===== src/rtl/mc_control_fsm.sv =====
// rtl/mc_control_fsm.sv - multi-cycle control FSM for the 16-bit datapath
// Adds memory-ready timeout, stall freeze, fault trapping and a retire counter.
module mc_control_fsm #(
   parameter int OPC_W  = 3,
   parameter int FUNC_W = 4,
   parameter int TMO_W  = 4,
   parameter int CNT_W  = 16
) (
   input  logic              CLK,
   input  logic              Reset,
   input  logic [OPC_W-1:0]  opcode,
   input  logic [FUNC_W-1:0] func,
   input  logic              mem_ready,
   input  logic              stall,
   input  logic              clear_fault,
   output logic              Branch,
   output logic              IoD,
   output logic              IRWrite,
   output logic              Mem2Reg,
   output logic              MemR,
   output logic              MemW,
   output logic              PCSrc,
   output logic              PCWrite,
   output logic              RegWrite,
   output logic [1:0]        ALUSrcA,
   output logic [1:0]        ALUSrcB,
   output logic [1:0]        BranchType,
   output logic [3:0]        ALUOp,
   output logic [3:0]        state,
   output logic              fault,
   output logic [1:0]        fault_cause,
   output logic              retired,
   output logic [CNT_W-1:0]  retired_count
);

   typedef enum logic [3:0] {
      S_FETCH    = 4'd0,
      S_DECODE   = 4'd1,
      S_RTYPE    = 4'd2,
      S_RITYPE   = 4'd3,
      S_RTYPEEND = 4'd4,
      S_LW1      = 4'd5,
      S_LW2      = 4'd6,
      S_SW       = 4'd7,
      S_JALR     = 4'd8,
      S_BRANCH   = 4'd9,
      S_BRANCH2  = 4'd10,
      S_JAL      = 4'd11,
      S_LUI      = 4'd12,
      S_FAULT    = 4'd15
   } state_t;

   localparam logic [OPC_W-1:0] OP_R   = OPC_W'(0);
   localparam logic [OPC_W-1:0] OP_RI  = OPC_W'(1);
   localparam logic [OPC_W-1:0] OP_RIM = OPC_W'(2);
   localparam logic [OPC_W-1:0] OP_LUI = OPC_W'(3);
   localparam logic [OPC_W-1:0] OP_JAL = OPC_W'(4);

   localparam logic [1:0] CAUSE_NONE    = 2'd0;
   localparam logic [1:0] CAUSE_ILLEGAL = 2'd1;
   localparam logic [1:0] CAUSE_TIMEOUT = 2'd2;

   state_t             r_state;
   state_t             w_next;
   logic [1:0]         r_cause;
   logic [1:0]         w_set_cause;
   logic [TMO_W-1:0]   r_wait;
   logic [CNT_W-1:0]   r_count;
   logic [3:0]         w_f;
   logic               w_func_hi;
   logic               w_tmo;
   logic               w_wait_state;
   logic               w_retire;

   assign w_f          = func[3:0];
   assign w_func_hi    = (func >> 4) != '0;
   assign w_tmo        = (r_wait == '1) && !mem_ready;
   assign w_wait_state = (r_state == S_FETCH) || (r_state == S_LW1) || (r_state == S_SW);

   function automatic logic [3:0] f_alu_map(input logic [3:0] f);
      if (f <= 4'd8)
         return f;
      else if (f == 4'd9 || f == 4'd10)
         return 4'd9;
      else
         return 4'hF;
   endfunction

   always_comb begin
      w_next      = r_state;
      w_set_cause = CAUSE_NONE;
      case (r_state)
         S_FETCH: begin
            if (mem_ready) begin
               w_next = S_DECODE;
            end else if (w_tmo) begin
               w_next      = S_FAULT;
               w_set_cause = CAUSE_TIMEOUT;
            end
         end
         S_DECODE: begin
            if (w_func_hi) begin
               w_next      = S_FAULT;
               w_set_cause = CAUSE_ILLEGAL;
            end else begin
               case (opcode)
                  OP_R: begin
                     if (w_f >= 4'd9) begin
                        w_next      = S_FAULT;
                        w_set_cause = CAUSE_ILLEGAL;
                     end else begin
                        w_next = S_RTYPE;
                     end
                  end
                  OP_RI: begin
                     if (w_f == 4'd11)
                        w_next = S_JALR;
                     else if (w_f >= 4'd12)
                        w_next = S_BRANCH;
                     else
                        w_next = S_RITYPE;
                  end
                  OP_RIM: begin
                     if (w_f <= 4'd10) begin
                        w_next = S_RITYPE;
                     end else begin
                        w_next      = S_FAULT;
                        w_set_cause = CAUSE_ILLEGAL;
                     end
                  end
                  OP_LUI:  w_next = S_LUI;
                  OP_JAL:  w_next = S_JAL;
                  default: begin
                     w_next      = S_FAULT;
                     w_set_cause = CAUSE_ILLEGAL;
                  end
               endcase
            end
         end
         S_RTYPE: w_next = S_RTYPEEND;
         S_RITYPE: begin
            if (w_f == 4'd9)
               w_next = S_LW1;
            else if (w_f == 4'd10)
               w_next = S_SW;
            else
               w_next = S_RTYPEEND;
         end
         S_LW1: begin
            if (mem_ready) begin
               w_next = S_LW2;
            end else if (w_tmo) begin
               w_next      = S_FAULT;
               w_set_cause = CAUSE_TIMEOUT;
            end
         end
         S_SW: begin
            if (mem_ready) begin
               w_next = S_FETCH;
            end else if (w_tmo) begin
               w_next      = S_FAULT;
               w_set_cause = CAUSE_TIMEOUT;
            end
         end
         S_BRANCH: w_next = S_BRANCH2;
         S_RTYPEEND, S_LW2, S_JAL, S_JALR, S_BRANCH2, S_LUI: w_next = S_FETCH;
         S_FAULT: begin
            if (clear_fault)
               w_next = S_FETCH;
         end
         default: w_next = S_FETCH;
      endcase
   end

   always_comb begin
      case (r_state)
         S_RTYPEEND, S_LW2, S_JAL, S_JALR, S_BRANCH2, S_LUI: w_retire = 1'b1;
         S_SW:    w_retire = mem_ready;
         default: w_retire = 1'b0;
      endcase
   end

   // FAULT ignores stall so clear_fault can always recover the machine
   always_ff @(posedge CLK or negedge Reset) begin
      if (!Reset) begin
         r_state <= S_FETCH;
         r_cause <= CAUSE_NONE;
         r_wait  <= '0;
         r_count <= '0;
      end else if (r_state == S_FAULT) begin
         r_wait <= '0;
         if (clear_fault) begin
            r_state <= S_FETCH;
            r_cause <= CAUSE_NONE;
         end
      end else if (!stall) begin
         r_state <= w_next;
         if (w_next == S_FAULT)
            r_cause <= w_set_cause;
         if (w_next != r_state)
            r_wait <= '0;
         else if (w_wait_state)
            r_wait <= r_wait + TMO_W'(1);
         if (w_retire)
            r_count <= r_count + CNT_W'(1);
      end
   end

   always_comb begin
      Branch     = 1'b0;
      IoD        = 1'b0;
      IRWrite    = 1'b0;
      Mem2Reg    = 1'b0;
      MemR       = 1'b0;
      MemW       = 1'b0;
      PCSrc      = 1'b0;
      PCWrite    = 1'b0;
      RegWrite   = 1'b0;
      ALUSrcA    = 2'd0;
      ALUSrcB    = 2'd0;
      BranchType = 2'd0;
      ALUOp      = 4'hF;
      case (r_state)
         S_FETCH: begin
            MemR    = 1'b1;
            ALUOp   = 4'd0;
            ALUSrcB = 2'd1;
            IRWrite = mem_ready;
            PCWrite = mem_ready;
         end
         S_RTYPE: begin
            ALUOp   = f_alu_map(w_f);
            ALUSrcA = 2'd2;
            ALUSrcB = 2'd0;
         end
         S_RITYPE: begin
            ALUOp   = f_alu_map(w_f);
            ALUSrcA = 2'd2;
            ALUSrcB = 2'd2;
         end
         S_RTYPEEND: RegWrite = 1'b1;
         S_LW1: begin
            IoD  = 1'b1;
            MemR = 1'b1;
         end
         S_LW2: begin
            RegWrite = 1'b1;
            Mem2Reg  = 1'b1;
         end
         S_SW: begin
            IoD  = 1'b1;
            MemW = 1'b1;
         end
         S_JALR, S_JAL: begin
            ALUSrcA  = 2'd3;
            ALUSrcB  = 2'd1;
            ALUOp    = 4'd7;
            PCWrite  = 1'b1;
            RegWrite = (r_state == S_JALR);
         end
         S_BRANCH: begin
            ALUOp      = 4'd9;
            ALUSrcB    = 2'd2;
            Branch     = 1'b1;
            BranchType = w_f[1:0];
         end
         S_BRANCH2: begin
            ALUOp      = 4'd1;
            ALUSrcA    = 2'd2;
            Branch     = 1'b1;
            BranchType = w_f[1:0];
            PCSrc      = 1'b1;
            PCWrite    = 1'b1;
         end
         S_LUI: begin
            ALUSrcB  = 2'd3;
            ALUOp    = 4'd0;
            RegWrite = 1'b1;
         end
         default: ;
      endcase
      if (stall) begin
         RegWrite = 1'b0;
         PCWrite  = 1'b0;
         IRWrite  = 1'b0;
         MemW     = 1'b0;
         MemR     = 1'b0;
      end
   end

   assign state         = r_state;
   assign fault         = (r_state == S_FAULT);
   assign fault_cause   = r_cause;
   assign retired       = w_retire && !stall;
   assign retired_count = r_count;

endmodule


===== config.mk =====
export PLATFORM = sky130hd
export DESIGN_NAME = mc_control_fsm
export DESIGN_NICKNAME = d
export VERILOG_FILES = /design/src/rtl/mc_control_fsm.sv
export SDC_FILE = /design/constraint.sdc
export NUM_CORES = 1
export LEC_CHECK = 0
export BUFFER_PORTS_ARGS = -buffer_cell sky130_fd_sc_hd__buf_4
export CORE_ASPECT_RATIO = 0.75
export CORE_MARGIN = 10
export CORE_UTILIZATION = 53
export CTS_CLUSTER_SIZE = 25
export DETAILED_ROUTE_END_ITERATION = 6
export PLACE_DENSITY = 0.91
export SLEW_MARGIN = 20
export SYNTH_ARGS = -nofsm -noshare
export SYNTH_HDL_FRONTEND = slang
export SYNTH_SLANG_ARGS = --single-unit

===== constraint.sdc =====
create_clock -name CLK -period 3.15 [get_ports CLK]
set_clock_uncertainty 0.15 [all_clocks]
set_input_delay 0.63 -clock CLK [delete_from_list [all_inputs] [get_ports CLK]]
set_output_delay 0.63 -clock CLK [all_outputs]
set_load 0.05 [all_outputs]

# Yosys cells after proc, flatten, opt, wreduce, memory -nomap -nowiden
# Index checks and enable logic that the tools add are counted.
# Widths: inputs -> output; s select.
classes:
  n_addsub: 2
  n_mul: 0
  div_mod_pow: 0
  order_cmp: 4
  n_eq_ne: 25
  n_shift: 0
  mux: 50
  n_bitwise: 2
  reduce_logical: 28
op_table:
  columns: ["operator", "count"]
  rows:
  - ["$mux 4", 16]
  - ["$eq 4x4->1 const B", 11]
  - ["$pmux 4 s5", 2]
  - ["$pmux 4 s8", 1]
  - ["$mux 2", 9]
  - ["$reduce_or 3->1", 6]
  - ["$add 16x1->16 const B", 1]
  - ["$eq 4x3->1 const B", 4]
  - ["$mux 1", 14]
  - ["$reduce_or 2->1", 7]
  - ["$eq 4x2->1 const B", 2]
  - ["$ge 4x4->1 const B", 2]
  - ["$le 4x4->1 const B", 2]
  - ["$pmux 2 s2", 2]
  - ["$eq 3x2->1 const B", 2]
  - ["$pmux 1 s2", 3]
  - ["$pmux 2 s3", 1]
  - ["$reduce_and 3->1", 2]
  - ["$reduce_or 6->1", 1]
  - ["$add 4x1->4 const B", 1]
  - ["$eq 4x1->1 const B", 1]
  - ["$logic_not 4->1", 1]
  - ["$ne 4x4->1", 1]
  - ["$eq 3x1->1 const B", 1]
  - ["13 further kinds", 18]
word_totals:
  regBits: 26
  latch_bits: 0
  ram_bits: 0
  mem_bits_ro: 0
  input_bits: 12
  output_inout_bits: 43
  word_cells: 115
  mem_count: 0

# Longest topological paths before layout
logic_depth:
  depth_word: 9
  ltp_mapped: 9
  depth_no_buf: 8

# Least setup slack after synthesis
# Ideal clock, no wire load.
synth_path:
  path_kind: "register to output"
  start: "register r_state[3] (netlist: state[3])"
  end: "output PCWrite"
  t_arrival_ns: 3.922
  required_ns: 2.370
  setup_slack_ns: -1.552
  stages_incl_launch_ff: 6
  path_buffers: 3
  cell_sequence: "dfrtp_1 buf_2 clkbuf_1 clkbuf_1 a21oi_1 a2111oi_0"
synth_between:
  elab_chain_len: 4
  elab_cells_between_ends: 7
  classes_between: "3 x eq/ne; 2 x mux; 2 x reduce/logical"
synth_rtl:
  columns: ["item", "line_no", "source"]
  rows:
  - ["start: declaration", "63", "state_t r_state;"]
  - ["start signal: assignment", "197", "r_state <= w_next;"]
  - ["$eq 4x4->1", "223", "case (r_state)"]
  - ["$reduce_or 3->1 (no source line)", null, null]
  - ["$pmux 1 s2 (*)", "223", null]
  - ["$mux 1 (*)", "282", "if (stall) begin"]
  - ["end: declaration", "23", "output logic PCWrite,"]
# Every way passes the cells marked *; elsewhere a longest branch is shown, timed or not.

# Final worst setup path
layout_path:
  start: "register r_state[3] (netlist: state[3])"
  end: "output ALUOp[2]"
layout_between:
  elab_chain_len: 3
  elab_cells_between_ends: 12
  classes_between: "7 x eq/ne; 1 x mux; 4 x reduce/logical"
layout_rtl:
  columns: ["item", "line_no", "source"]
  rows:
  - ["$eq 4x4->1, or another cell as far along", "223", null]
  - ["$reduce_or 2->1 (no source line)", null, null]
  - ["$pmux 4 s5 (*)", "223", null]
  - ["end: declaration", "28", "output logic [3:0] ALUOp,"]
# Marks and branches as above.

==> impl.org <==
** CTS
- Clock tree from TritonCTS :: yes
- CTS sink count :: 26
- Number of gates given a new drive strength after cts :: 0
- CTS built an H-tree with a depth of 1.
- Inserted Clock Buffers :: 3
- After clock tree synthesis, the clock-pin slew on the worst setup and hold paths is 0.09 ns.
- The clock passes through at most 2 buffers.
- Post-CTS Setup Inserts :: 0
- In this run the clock root is driven by a clkbuf_8.
- Count of hold-fix buffers inserted at cts :: 0
- Clock network latency to the later pin of the worst-skew pair :: 0.27 ns

** Floorplanning
- 55 I/O pins were placed.
- Area enclosed by the die boundary :: 0.00671 mm^2
- Die height :: 73.5 um
- For this configuration, the core starts out at a cell density of 0.552.
- The initialized floorplan defines 19 standard-cell rows.
- Chip Width :: 91.3 um
- After floorplanning, the core was sized to cover 0.00366 mm^2.

** Synthesis
- Warning count from the yosys run :: 0
- The share of the Yosys chip area taken by registers is 0.322.
- Among all cell types in the netlist, the one instantiated most often is nor2_1.
- After technology mapping, the gate count stands at 243.
- The synthesized design spends more area on one cell type than any other, namely dfrtp_1.
- Of the post-synthesis cell area, the dominant cell type holds 0.322.
- Most frequent cells after synthesis :: nor2_1, nand2_1, dfrtp_1
- After synthesis, the netlist uses 56 different library cells.
- Post-synthesis instance area :: 0.00202 mm^2
- Synthesis-stage register bit count :: 26
- A synthesized cell averages 8.32 um^2.
- Synthesized net count :: 257
- For this run, the leading register cell type out of synthesis is dfrtp_1.
- After synthesis, the share of flip-flops with an asynchronous set or reset is 1.00.
- The synthesized design contains 0 enable-type register cells.
- By area the synthesized netlist is led by dfrtp_1, nor2_1, xnor2_1.

** Worst setup path
- STA puts the critical path data required time at 2.37 ns.
- Along the worst path, the maximum fanout reaches 16.
- Together, buffers and inverters on the worst path number 3.
- Reg-to-reg slack, setup :: 0.42 ns
- In this run the critical register-to-register path is captured at r_wait[2].
- Longest individual stage delay on the worst path :: 0.68 ns
- Worst path cell trace :: buf_4 -> buf_4 -> nor2b_1 -> o21ai_0 -> a21oi_1 -> a31oi_1 -> buf_4
- CP most frequent cell :: buf_4
- The worst setup path is captured at an output pin.
- CP startpoint kind :: flip-flop
- Cell count of the worst reg-to-reg path :: 8
- Critical register-to-register path startpoint :: state[2]
- Slowest cell on the critical path :: dfrtp_1
- Grouping stages by cell kind, the critical path spends the most delay in flip-flops.
- STA puts the critical path data arrival time at 2.16 ns.
- Crit path kind :: reg2out

** Timing
- Across all setup checks in the final design, the least slack found is 0.210 ns.
- Setup violations, final :: 0
- Worst slew pin tran :: 0.642 ns
- For this run, the top clock speed supported by timing is 340 MHz.
- Max transition margin :: 0.567
- Fin crit share :: 0.933
- Unrepaired setup endpoints after global routing :: false
- Shortest period the worst path allows :: 2.94 ns
- The final count of pins violating max slew is 0.
- The final count of hold timing violations was 0.

** Route
- Average detailed-routed wire length per instance :: 16.1 um
- After detailed routing, the number of vias per cell comes to 5.81.
- Drt pass-1 iters :: 5
- After detailed routing, the number of remaining DRC violations is 0.
- Vias after detailed routing :: 2006
- The count of nets left with antenna violations once routing finished came out at 0.
- The final layout contains routed wiring with a total length of 5550 um.
- First-iteration detailed-routing DRC count :: 227

** Global route
- Wire length of the first global-routing pass :: 8900 um
- Pin count of the biggest net entering global routing :: 27
- Antenna violations before repair :: 0
- In the global route stage, overall resource usage came out at 0.158.
- Grt total ovfl :: 0
- Number of global-route vias before repair :: 1793

** Power and ir drop
- Leakage power summed over all cells :: 1.18 nW
- The share of total power dissipated in combinational logic is 0.665.
- Of the total power, registers draw 0.225.
- Of the total power, the share spent switching nets is 0.552.
- VDD IR max :: 0.000493 V
- Internal power summed over all cells :: 1.12 mW
- Power density normalized to cell area :: 974 mW/mm^2
- Relative contribution of the clock network to total power :: 0.110
- Psw :: 1.38 mW

** Place
- Routability congestion estimate :: 0.894
- Setup slack after placement :: 0.275 ns
- Counting tap cells, the placed design contains a total of 341 instances.
- Final HPWL from detailed placement :: 4360 um
- IO buf count :: 54

** Cells and area
- Post-route insts no fill :: 345
- Of the cells placed in the final design, the portion with a size suffix greater than 1 is 0.283.
- At the end of the flow, the number of nets in the layout was 308.
- The area growth from synthesis to layout is 27.1%.
- Count of inserted antenna diode cells :: 0

** Worst hold path
- Min-Delay Path Class :: in2async

** Job
- Max-cap viol count :: 0

** Outcome
- Run status :: complete, no violations
==> placed cells by master (no fill, tap or decap), types with 6 or more instances in the layout <==
master and count:
buf_4 60, nor2_1 28, nand2_1 27, dfrtp_1 26, inv_1 12, xnor2_1 12, nand3_1 12, a21oi_1 11
o21ai_0 9, xor2_1 6
==> power by group through the flow <==
stage / clock, mW / sequential, mW / combinational [mW]
6_report: 0.274 / 0.563 / 1.66
5_1_grt: 0.294 / 0.578 / 1.77
4_1_cts: 0.280 / 0.558 / 1.66
3_5_place_dp: 0 / 0.563 / 1.65
3_3_place_gp: 0 / 0.561 / 1.64
2_1_floorplan: 0 / 0.695 / 1.07
==> how the worst max path moves through the flow <==
stage,cells after the start,slack [ns],end,start
final,7,0.21,ALUOp[2],state[3]
after global routing,7,0.04,ALUOp[2],state[3]
after CTS,7,0.24,ALUOp[2],state[3]
after detailed placement,8,0.27,ALUOp[1],func[2]
after global placement,8,0.30,ALUOp[1],func[2]
after floorplan,7,-0.19,ALUOp[1],state[3]
==> final cells by class <==
type                    count  area (um^2)
well taps                  52         65.1
clock inverters             1         30.0
fillers                   297         1090
clock buffers               3         41.3
multi-input cells         191         1280
inverters                  12         45.0
flip-flops and latches     26          651
repair buffers             60          450
==> metrics by stage <==
step,instance area (um^2),util,TNS [ns],hold WS (ns),power (mW)
after floorplan,2050,-,-0.531,0.184,1.76
after global placement,2500,0.682,0,0.311,2.20
after detailed placement,2500,0.682,0,0.324,2.22
after CTS,2570,0.701,0,0.0997,2.50
after global routing,2570,0.701,0,0.0992,2.64
final,2570,0.701,0,0.0907,2.50
==> logic make-up after synthesis <==
family	after synthesis	synth area share
adders and majority gates	2	0.0124
muxes	4	0.0204
AOI/OAI and AO/OA	59	0.220
xor gates and xnor gates	18	0.0780
buffers and inverters	26	0.0582
and+or+nand+nor	108	0.289
DFF	26	0.322
==> sequential cells by signal (all words and copies together), names as in the netlist <==
signal / flops
r_wait: 4
fault_cause: 2
state: 4
retired_count: 16
==> layer usage <==
layer / track usage / share of wire
met3: 0.0519 / 0.075
met1: 0.215 / 0.46
met4: 0.0381 / 0.014
met2: 0.236 / 0.45
met5: 0 / 0
Note: power is estimated with default switching activity, not from simulation.
